--- config.mk ---
export PLATFORM = sky130hd
export DESIGN_NAME = spi_slave_shifter
export DESIGN_NICKNAME = d
export VERILOG_FILES = /design/src/rtl/spi_slave_shifter.sv
export SDC_FILE = /design/constraint.sdc
export NUM_CORES = 1
export LEC_CHECK = 0
export CAP_MARGIN = 20
export CORE_MARGIN = 2
export CORE_UTILIZATION = 52
export DETAILED_ROUTE_END_ITERATION = 6
export MAX_ROUTING_LAYER = met4
export PLACE_DENSITY = 0.78
export SYNTH_ARGS = -nofsm -noshare
export SYNTH_HDL_FRONTEND = slang
export SYNTH_SLANG_ARGS = --single-unit
--- constraint.sdc ---
create_clock -name PCLK -period 2.4 [get_ports PCLK]
set_clock_uncertainty 0.2 [all_clocks]
set_input_delay 0.48 -clock PCLK [delete_from_list [all_inputs] [get_ports PCLK]]
set_output_delay 0.48 -clock PCLK [all_outputs]
set_load 0.05 [all_outputs]
--- src/rtl/spi_slave_shifter.sv ---
// ----------------------------------------------------------------------------
// spi_slave_shifter
//
// SPI slave for the far end of the APB SPI master link. The SPI pins are
// oversampled in the PCLK domain: each pin passes through a synchroniser, and
// sclk edges are found by comparing the synchronised sclk with a delayed copy.
// Full-duplex DATA_WIDTH-bit frames are shifted in both directions. The local
// side sees a one-entry TX buffer and an RX holding register.
//
// Parameters:
//   DATA_WIDTH   frame length in bits (>= 2)
//   SYNC_STAGES  flops in each pin synchroniser (>= 2)
//
// Ports:
//   PCLK, PRESET        clock, synchronous active-high reset
//   spi_en              slave enable (low behaves as ss deasserted)
//   cpol, cpha          SPI mode (change only while idle)
//   lsbfe               LSB-first select (only with SPI_SLAVE_LSBFE_EN)
//   sclk_in, ss_n_in,
//   mosi_in             asynchronous SPI pins
//   miso, miso_oe       registered serial output and its enable
//   tx_data, tx_valid,
//   tx_ready            one-entry TX buffer write port
//   tx_underrun         pulse: frame loaded while the buffer was empty
//   rx_data, rx_valid,
//   rx_ack              last received frame, unread flag, and its clear
//   rx_overrun          pulse: frame completed while rx_valid was set
//   busy                frame in progress (bit counter non-zero)
//
// Build option:
//   SPI_SLAVE_LSBFE_EN  adds the lsbfe input for LSB-first transfers.
// ----------------------------------------------------------------------------
module spi_slave_shifter #(
    parameter int DATA_WIDTH  = 8,
    parameter int SYNC_STAGES = 2
) (
    input  logic                  PCLK,
    input  logic                  PRESET,
    input  logic                  spi_en,
    input  logic                  cpol,
    input  logic                  cpha,
`ifdef SPI_SLAVE_LSBFE_EN
    input  logic                  lsbfe,
`endif
    input  logic                  sclk_in,
    input  logic                  ss_n_in,
    input  logic                  mosi_in,
    output logic                  miso,
    output logic                  miso_oe,
    input  logic [DATA_WIDTH-1:0] tx_data,
    input  logic                  tx_valid,
    output logic                  tx_ready,
    output logic                  tx_underrun,
    output logic [DATA_WIDTH-1:0] rx_data,
    output logic                  rx_valid,
    input  logic                  rx_ack,
    output logic                  rx_overrun,
    output logic                  busy
);

    localparam int CNT_W = $clog2(DATA_WIDTH);
    localparam logic [CNT_W-1:0] LAST_BIT = CNT_W'(DATA_WIDTH - 1);

    typedef enum logic {
        IDLE,
        ACTIVE
    } state_t;

    // ------------------------------------------------------------------
    // Bit order select
    // ------------------------------------------------------------------
    logic lsb_first;
`ifdef SPI_SLAVE_LSBFE_EN
    assign lsb_first = lsbfe;
`else
    assign lsb_first = 1'b0;
`endif

    // ------------------------------------------------------------------
    // Pin synchronisers. mosi has the same depth as sclk so the data bit
    // seen in the edge-detect cycle is the one the master presented at
    // that pin edge.
    // ------------------------------------------------------------------
    logic [SYNC_STAGES-1:0] sclk_sync_q;
    logic [SYNC_STAGES-1:0] ss_sync_q;
    logic [SYNC_STAGES-1:0] mosi_sync_q;
    logic                   sclk_prev_q;

    always_ff @(posedge PCLK) begin
        // NOTE: registers use non-blocking assignments so every flop samples
        // the pre-edge value of its source, independent of statement order.
        if (PRESET) begin
            sclk_sync_q <= {SYNC_STAGES{cpol}};
            ss_sync_q   <= '1;
            mosi_sync_q <= '0;
            sclk_prev_q <= cpol;
        end else begin
            sclk_sync_q <= {sclk_sync_q[SYNC_STAGES-2:0], sclk_in};
            ss_sync_q   <= {ss_sync_q[SYNC_STAGES-2:0], ss_n_in};
            mosi_sync_q <= {mosi_sync_q[SYNC_STAGES-2:0], mosi_in};
            sclk_prev_q <= sclk_sync_q[SYNC_STAGES-1];
        end
    end

    logic sclk_s, ss_n_s, mosi_s;
    assign sclk_s = sclk_sync_q[SYNC_STAGES-1];
    assign ss_n_s = ss_sync_q[SYNC_STAGES-1];
    assign mosi_s = mosi_sync_q[SYNC_STAGES-1];

    // ------------------------------------------------------------------
    // Edge classification. Leading edge leaves the idle level.
    // ------------------------------------------------------------------
    logic rise, fall, leading, trailing, sample_edge, shift_edge;
    assign rise        = sclk_s & ~sclk_prev_q;
    assign fall        = ~sclk_s & sclk_prev_q;
    assign leading     = cpol ? fall : rise;
    assign trailing    = cpol ? rise : fall;
    assign sample_edge = cpha ? trailing : leading;
    assign shift_edge  = cpha ? leading : trailing;

    // ------------------------------------------------------------------
    // State
    // ------------------------------------------------------------------
    state_t                  state_q, state_d;
    logic [CNT_W-1:0]        bit_cnt_q, bit_cnt_d;
    logic [DATA_WIDTH-1:0]   tx_shift_q, tx_shift_d;
    logic [DATA_WIDTH-1:0]   rx_shift_q, rx_shift_d;
    logic [DATA_WIDTH-1:0]   tx_buf_q, tx_buf_d;
    logic                    tx_full_q, tx_full_d;
    logic                    complete_q, complete_d;
    logic                    underrun_q, underrun_d;
    logic [DATA_WIDTH-1:0]   rx_data_q, rx_data_d;
    logic                    rx_valid_q, rx_valid_d;
    logic                    overrun_q, overrun_d;
    logic                    miso_q, miso_d;

    logic active_ok, load, accept;
    assign active_ok = spi_en & ~ss_n_s;
    assign accept    = tx_valid & ~tx_full_q;

    always_comb begin
        // NOTE: every combinational output gets a default first, so no path
        // through the block leaves a variable unassigned (no latches).
        state_d    = state_q;
        bit_cnt_d  = bit_cnt_q;
        tx_shift_d = tx_shift_q;
        rx_shift_d = rx_shift_q;
        tx_buf_d   = tx_buf_q;
        tx_full_d  = tx_full_q;
        complete_d = 1'b0;
        underrun_d = 1'b0;
        rx_data_d  = rx_data_q;
        rx_valid_d = rx_valid_q;
        overrun_d  = 1'b0;
        load       = 1'b0;

        unique case (state_q)
            IDLE: begin
                // Nothing survives idle: miso shows a clean 0 between
                // transfers and any partial frame is discarded.
                tx_shift_d = '0;
                rx_shift_d = '0;
                bit_cnt_d  = '0;
                if (active_ok) begin
                    state_d = ACTIVE;
                    // With cpha=0 the first bit must be on miso before the
                    // first (sampling) edge, so load on select.
                    load    = ~cpha;
                end
            end
            ACTIVE: begin
                if (!active_ok) begin
                    state_d    = IDLE;
                    bit_cnt_d  = '0;
                    rx_shift_d = '0;
                    tx_shift_d = '0;
                end else begin
                    if (shift_edge) begin
                        if (bit_cnt_q == '0) begin
                            load = 1'b1;
                        end else if (lsb_first) begin
                            tx_shift_d = {1'b1, tx_shift_q[DATA_WIDTH-1:1]};
                        end else begin
                            tx_shift_d = {tx_shift_q[DATA_WIDTH-2:0], 1'b1};
                        end
                    end
                    if (sample_edge) begin
                        rx_shift_d = lsb_first ? {mosi_s, rx_shift_q[DATA_WIDTH-1:1]}
                                               : {rx_shift_q[DATA_WIDTH-2:0], mosi_s};
                        if (bit_cnt_q == LAST_BIT) begin
                            bit_cnt_d  = '0;
                            complete_d = 1'b1;
                        end else begin
                            bit_cnt_d = bit_cnt_q + 1'b1;
                        end
                    end
                end
            end
            default: state_d = IDLE;
        endcase

        // Load takes the buffer as it was before this edge; an empty buffer
        // sends all-ones (idle-high line) and flags an underrun.
        if (load) begin
            tx_shift_d = tx_full_q ? tx_buf_q : '1;
            underrun_d = ~tx_full_q;
        end

        // Accept is only possible while empty, so a same-cycle load has
        // already seen the empty buffer and the new word stays stored.
        if (accept) begin
            tx_buf_d  = tx_data;
            tx_full_d = 1'b1;
        end else if (load) begin
            tx_full_d = 1'b0;
        end

        // Completion has priority over rx_ack.
        if (complete_q) begin
            rx_data_d  = rx_shift_q;
            rx_valid_d = 1'b1;
            overrun_d  = rx_valid_q & ~rx_ack;
        end else if (rx_ack) begin
            rx_valid_d = 1'b0;
        end

        miso_d = lsb_first ? tx_shift_q[0] : tx_shift_q[DATA_WIDTH-1];
    end

    always_ff @(posedge PCLK) begin
        if (PRESET) begin
            state_q    <= IDLE;
            bit_cnt_q  <= '0;
            tx_shift_q <= '0;
            rx_shift_q <= '0;
            tx_buf_q   <= '0;
            tx_full_q  <= 1'b0;
            complete_q <= 1'b0;
            underrun_q <= 1'b0;
            rx_data_q  <= '0;
            rx_valid_q <= 1'b0;
            overrun_q  <= 1'b0;
            miso_q     <= 1'b0;
        end else begin
            state_q    <= state_d;
            bit_cnt_q  <= bit_cnt_d;
            tx_shift_q <= tx_shift_d;
            rx_shift_q <= rx_shift_d;
            tx_buf_q   <= tx_buf_d;
            tx_full_q  <= tx_full_d;
            complete_q <= complete_d;
            underrun_q <= underrun_d;
            rx_data_q  <= rx_data_d;
            rx_valid_q <= rx_valid_d;
            overrun_q  <= overrun_d;
            miso_q     <= miso_d;
        end
    end

    assign miso        = miso_q;
    assign miso_oe     = (state_q == ACTIVE);
    assign tx_ready    = ~tx_full_q;
    assign tx_underrun = underrun_q;
    assign rx_data     = rx_data_q;
    assign rx_valid    = rx_valid_q;
    assign rx_overrun  = overrun_q;
    assign busy        = (bit_cnt_q != '0);

endmodule

Word-level counts from Yosys, hierarchy flattened
Index checks and enable logic that the tools add are counted.
{"block": "classes", "shifts": 0, "addsub": 1, "n_mux": 30, "mul": 0, "n_bitwise": 16, "div_mod_pow": 0, "n_reduce_logical": 8, "magnitude_cmp": 0, "n_eq_ne": 4}
{"op": "$mux 8", "count": 7}
{"op": "$pmux 8 s2", "count": 2}
{"op": "$mux 1", "count": 15}
{"op": "$not 1->1", "count": 11}
{"op": "$mux 3", "count": 3}
{"op": "$pmux 3 s2", "count": 1}
{"op": "$and 1x1->1", "count": 5}
{"op": "$ne 4x3->1 const B", "count": 1}
{"op": "$ne 4x4->1 const B", "count": 1}
{"op": "$reduce_bool 2->1", "count": 2}
{"op": "$reduce_or 2->1", "count": 2}
{"op": "$reduce_or 4->1", "count": 1}
{"op": "$add 3x1->3 const B", "count": 1}
{"op": "$eq 3x3->1 const B", "count": 1}
{"op": "$logic_not 3->1", "count": 1}
{"op": "$ne 3x3->1 const B", "count": 1}
{"op": "$reduce_bool 3->1", "count": 1}
{"op": "$mux 2", "count": 1}
{"op": "$pmux 1 s2", "count": 1}
{"op": "$reduce_and 2->1", "count": 1}
{"block": "totals", "latchBits": 0, "out_inout_bits": 15, "romBits": 0, "mem_bits_rw": 0, "regBits": 49, "memories": 0, "wordCells": 75, "input_bits": 18}

Depth between registers and ports, before layout
{"block": "logic_depth", "ltp_word": 9, "depth_mapped": 7, "ltp_nobuf": 7}

Worst setup path after synthesis
Ideal clock, no wire load.
{"block": "synth_timing", "kind": "register to register", "from": "register bit_cnt_q[0]", "to": "register tx_full_q", "setup_ps": 86, "t_required_ps": 2114, "stages_incl_launch_ff": 8, "arrival_time_ps": 1680, "period_less_slack_ps": 1965, "path_buffers": 0, "path_slack_ps": 435, "path_cell_list": "dfxtp_1 -> inv_1 -> ha_1 -> and2b_2 -> inv_1 -> o21ai_4 -> and3_1 -> a211oi_1"}
{"block": "synth_via", "elab_chain_cells": 6}
{"item": "start: declaration", "line": "125", "text": "logic [CNT_W-1:0] bit_cnt_q, bit_cnt_d;"}
{"item": "start signal: assignment", "line": "246", "text": "bit_cnt_q <= bit_cnt_d;"}
{"item": "$logic_not 3->1", "line": "179", "text": "if (bit_cnt_q == '0) begin"}
{"item": "$mux 1", "line": "179"}
{"item": "$mux 1", "line": "178", "text": "if (shift_edge) begin"}
{"item": "$mux 1", "line": "172", "text": "if (!active_ok) begin"}
{"item": "$pmux 1 s2", "line": "157", "text": "unique case (state_q)"}
{"item": "$reduce_bool 2->1 (no source line)"}
{"item": "end signal: assignment", "line": "250", "text": "tx_full_q <= tx_full_d;"}
{"item": "end: declaration", "line": "129", "text": "logic tx_full_q, tx_full_d;"}
No other way between the ends.
A chain may end at the register's enable or synchronous reset.

Worst setup path in the final report
{"block": "layout_timing", "from": "register state_q, in the netlist miso_oe", "to": "output miso_oe"}
{"item": "start: declaration", "line": "124", "text": "state_t state_q, state_d;"}
{"item": "start signal: assignment", "line": "245", "text": "state_q <= state_d;"}
{"item": "end: declaration", "line": "49", "text": "output logic miso_oe,"}
No word-level cell between the ends.

==> summary.md <==
| Metric | Value |
|---|---|
| Max_slew headroom | 0.639 |
| Fin crit share | 0.933 |
| Syn_area_per_cell | 9.02 um2 |
| Vias | 1502 |
| Total clock sinks | 49 |
| Die Wd | 65.3 um |
| Hold Path Class | reg2reg |
| Crit path arrival time | 1560 ps |
| WP buf/inv | 1 |
| FF+latch count, synth | 49 |
| CP Launch Type | flip-flop |
| Slack of the critical path | 160 ps |
| Post-layout util | 0.668 |
| Least-Margin Pin Slew | 540 ps |
| CP Max Fanout | 5 |
| Placed cell count | 293 |
| Syn Inst Count | 217 |
| Post-CTS Setup Bufs | 0 |
| Drt initial violations | 65 |
| Final hold violations | 0 |
| DPL Wire Length | 2440 um |
| Vias in the first global route | 1430 |
| # fillers | 322 |
| Post-CTS Resized | 0 |
| Finish-stage setup viols | 0 |
| Synth cell types | 27 |
| Setup CP Type | reg2out |
| Root Driver | clkbuf_8 |
| I/O pin total | 33 |
| Num CTS Buffers | 5 |
| Crit path cell chain | clkdlybuf4s50_1 |
| Syn-to-layout area delta | 24.0% |
| First-pass GRT wire length | 6290 um |
| Crit-path slowest cell | clkdlybuf4s50_1 |
| FMAX | 446 MHz |
| CTS tree | built |
| CP delay by family, top | buffers and inverters |
| Pwr Total | 1.45 mW |
| ANT cells | 0 |
| Setup repair after global routing missed its margin | false |
| GPL Wtd Cong | 0.730 |
| Post-route cell area | 2430 um2 |
| Initial core utilization | 0.539 |
| Pre-antenna DRT Iters | 4 |
| Static leakage | 0.937 nW |
| Max IR drop VDD | 0.380 mV |
| Overflow after GRT | 0 |
| Leading cell type in the layout, fill and taps excluded | dfxtp_1 |
| Layout Nets | 273 |
| Antenna viol nets, final | 0 |
| Post-Place Cell Area | 2340 um2 |
| Port Buffers | 32 |
| CP Capture Type | output port |
| Drc violations | 0 |
| Initial antenna violation count | 0 |
| Clock slew seen by the registers of the worst setup and hold paths | 80 ps |
| Vias per cell | 5.01 |
| Seq/Total Area, Yosys | 0.501 |
| Max-cap violations | 0 |
| Max H-tree Level | 2 |
| Most frequent cells in the layout | dfxtp_1, nor2_1, clkdlybuf4s50_1 |
| Tmin final | 2240 ps |
| Routed length per placed instance | 11.8 um |
| Die area | 4270 um2 |
| Setup WS pre-CTS | -17.0 ps |
| Die Ht | 65.3 um |
| Largest net degree at the start of global routing | 26 |
| Share of layout cells above drive strength 1 | 0.0992 |
| Core area | 3630 um2 |
| Outcome | complete, no violations |
| Hold buffers post-CTS | 0 |
| Warnings, synthesis | 0 |
| Clk buf depth | 2 |
| Non-filler cells, final | 300 |
| Site Rows | 22 |
| Synth Cell Area | 1960 um2 |
| Worst Path Required | 1720 ps |
| Pwr Density | 598 nW/um2 |
| GRT Util Overall | 0.196 |
| Post-Route WL | 3550 um |
| Worst skew pair latency | 290 ps |
| Max Transition Viols Final | 0 |
| Mapped Nets | 238 |
| Crit-path max cell delay | 840 ps |
worst paths after layout:
| check | startpoint | to | slack, ps | depth (start not counted) |
|---|---|---|---|---|
| worst max-delay path | miso_oe | miso_oe | 160 | 1 |
| worst min register to register | ss_sync_q[0] | ss_sync_q[1] | 220 | 1 |
| worst min-delay path | ss_sync_q[0] | ss_sync_q[1] | 220 | 1 |
| worst max register to register | bit_cnt_q[0] | tx_shift_q[2] | 590 | 7 |
where the power goes:
group,internal [mW],switching [mW],total [mW]
logic,0.0722,0.0710,0.143
registers,0.830,0.00616,0.836
clock network,0.229,0.243,0.472
cell families (layout without fill, tap and decap cells):
kind of cell / after synthesis / in the layout / synth area share
buffers and inverters: 27 / 62 / 0.0595
flip-flops: 49 / 49 / 0.501
XOR/XNOR: 1 / 1 / 0.00831
AND/OR/NAND/NOR: 76 / 76 / 0.179
multiplexers: 22 / 22 / 0.115
AO/OA/AOI/OAI: 39 / 39 / 0.118
adder cells (fa/ha/maj): 3 / 3 / 0.0192
cell usage after synthesis:
cell type  count  share of area
a21oi_1       18          0.046
nor2_1        46          0.088
or2_2          3         0.0096
or2b_2         2         0.0090
o21ai_4        1         0.0083
o21ai_0       11          0.028
or2b_1         1         0.0038
buf_1          2         0.0038
nand3_1        1         0.0026
mux2_4         1         0.0077
dfxtp_1       49           0.50
clkbuf_4       1         0.0038
inv_1         17          0.033
nor4bb_1       1         0.0051
nor2b_1        5          0.016
mux2i_1       21           0.11
and3_1         2         0.0064
a21oi_2        1         0.0045
and2b_2        2         0.0090
nand2_1       12          0.023
nor3b_2        1         0.0064
a211oi_1       8          0.031
buf_4          1         0.0038
ha_1           3          0.019
xnor2_2        1         0.0083
buf_6          1         0.0058
clkbuf_1       5         0.0096
state kept, by name, indices dropped and copies added, names as in the netlist:
signal / cells
miso: 1
complete_q: 1
mosi_sync_q: 2
tx_full_q: 1
miso_oe: 1
ss_sync_q: 2
tx_shift_q: 8
rx_overrun: 1
sclk_prev_q: 1
bit_cnt_q: 3
sclk_sync_q: 2
rx_shift_q: 8
tx_buf_q: 8
rx_data: 8
rx_valid: 1
tx_underrun: 1
layer usage:
| layer | share of wire | global-route usage |
|---|---|---|
| met1 | 0.49 | 0.244 |
| met2 | 0.46 | 0.310 |
| met3 | 0.043 | 0.0514 |
| met4 | 0.0096 | 0.0703 |
| met5 | 0 | - |
metrics by stage:
stage                     hold slack [ps]  TNS [ps]
after floorplan                       189         0
after global placement                192         0
after detailed placement              197     -24.1
after CTS                             217         0
after global routing                  249         0
final                                 215         0
cell type report:
| type | instances | area (um2) | area share |
|---|---|---|---|
| sequential | 49 | 981 | 0.404 |
| tap | 48 | 60.1 | 0.0248 |
| clock buffer | 7 | 86.3 | 0.0356 |
| timing repair buffer | 38 | 375 | 0.155 |
| multi-input combinational | 141 | 860 | 0.354 |
| inverter | 17 | 63.8 | 0.0263 |
Note: power is estimated with default switching activity, not from simulation.
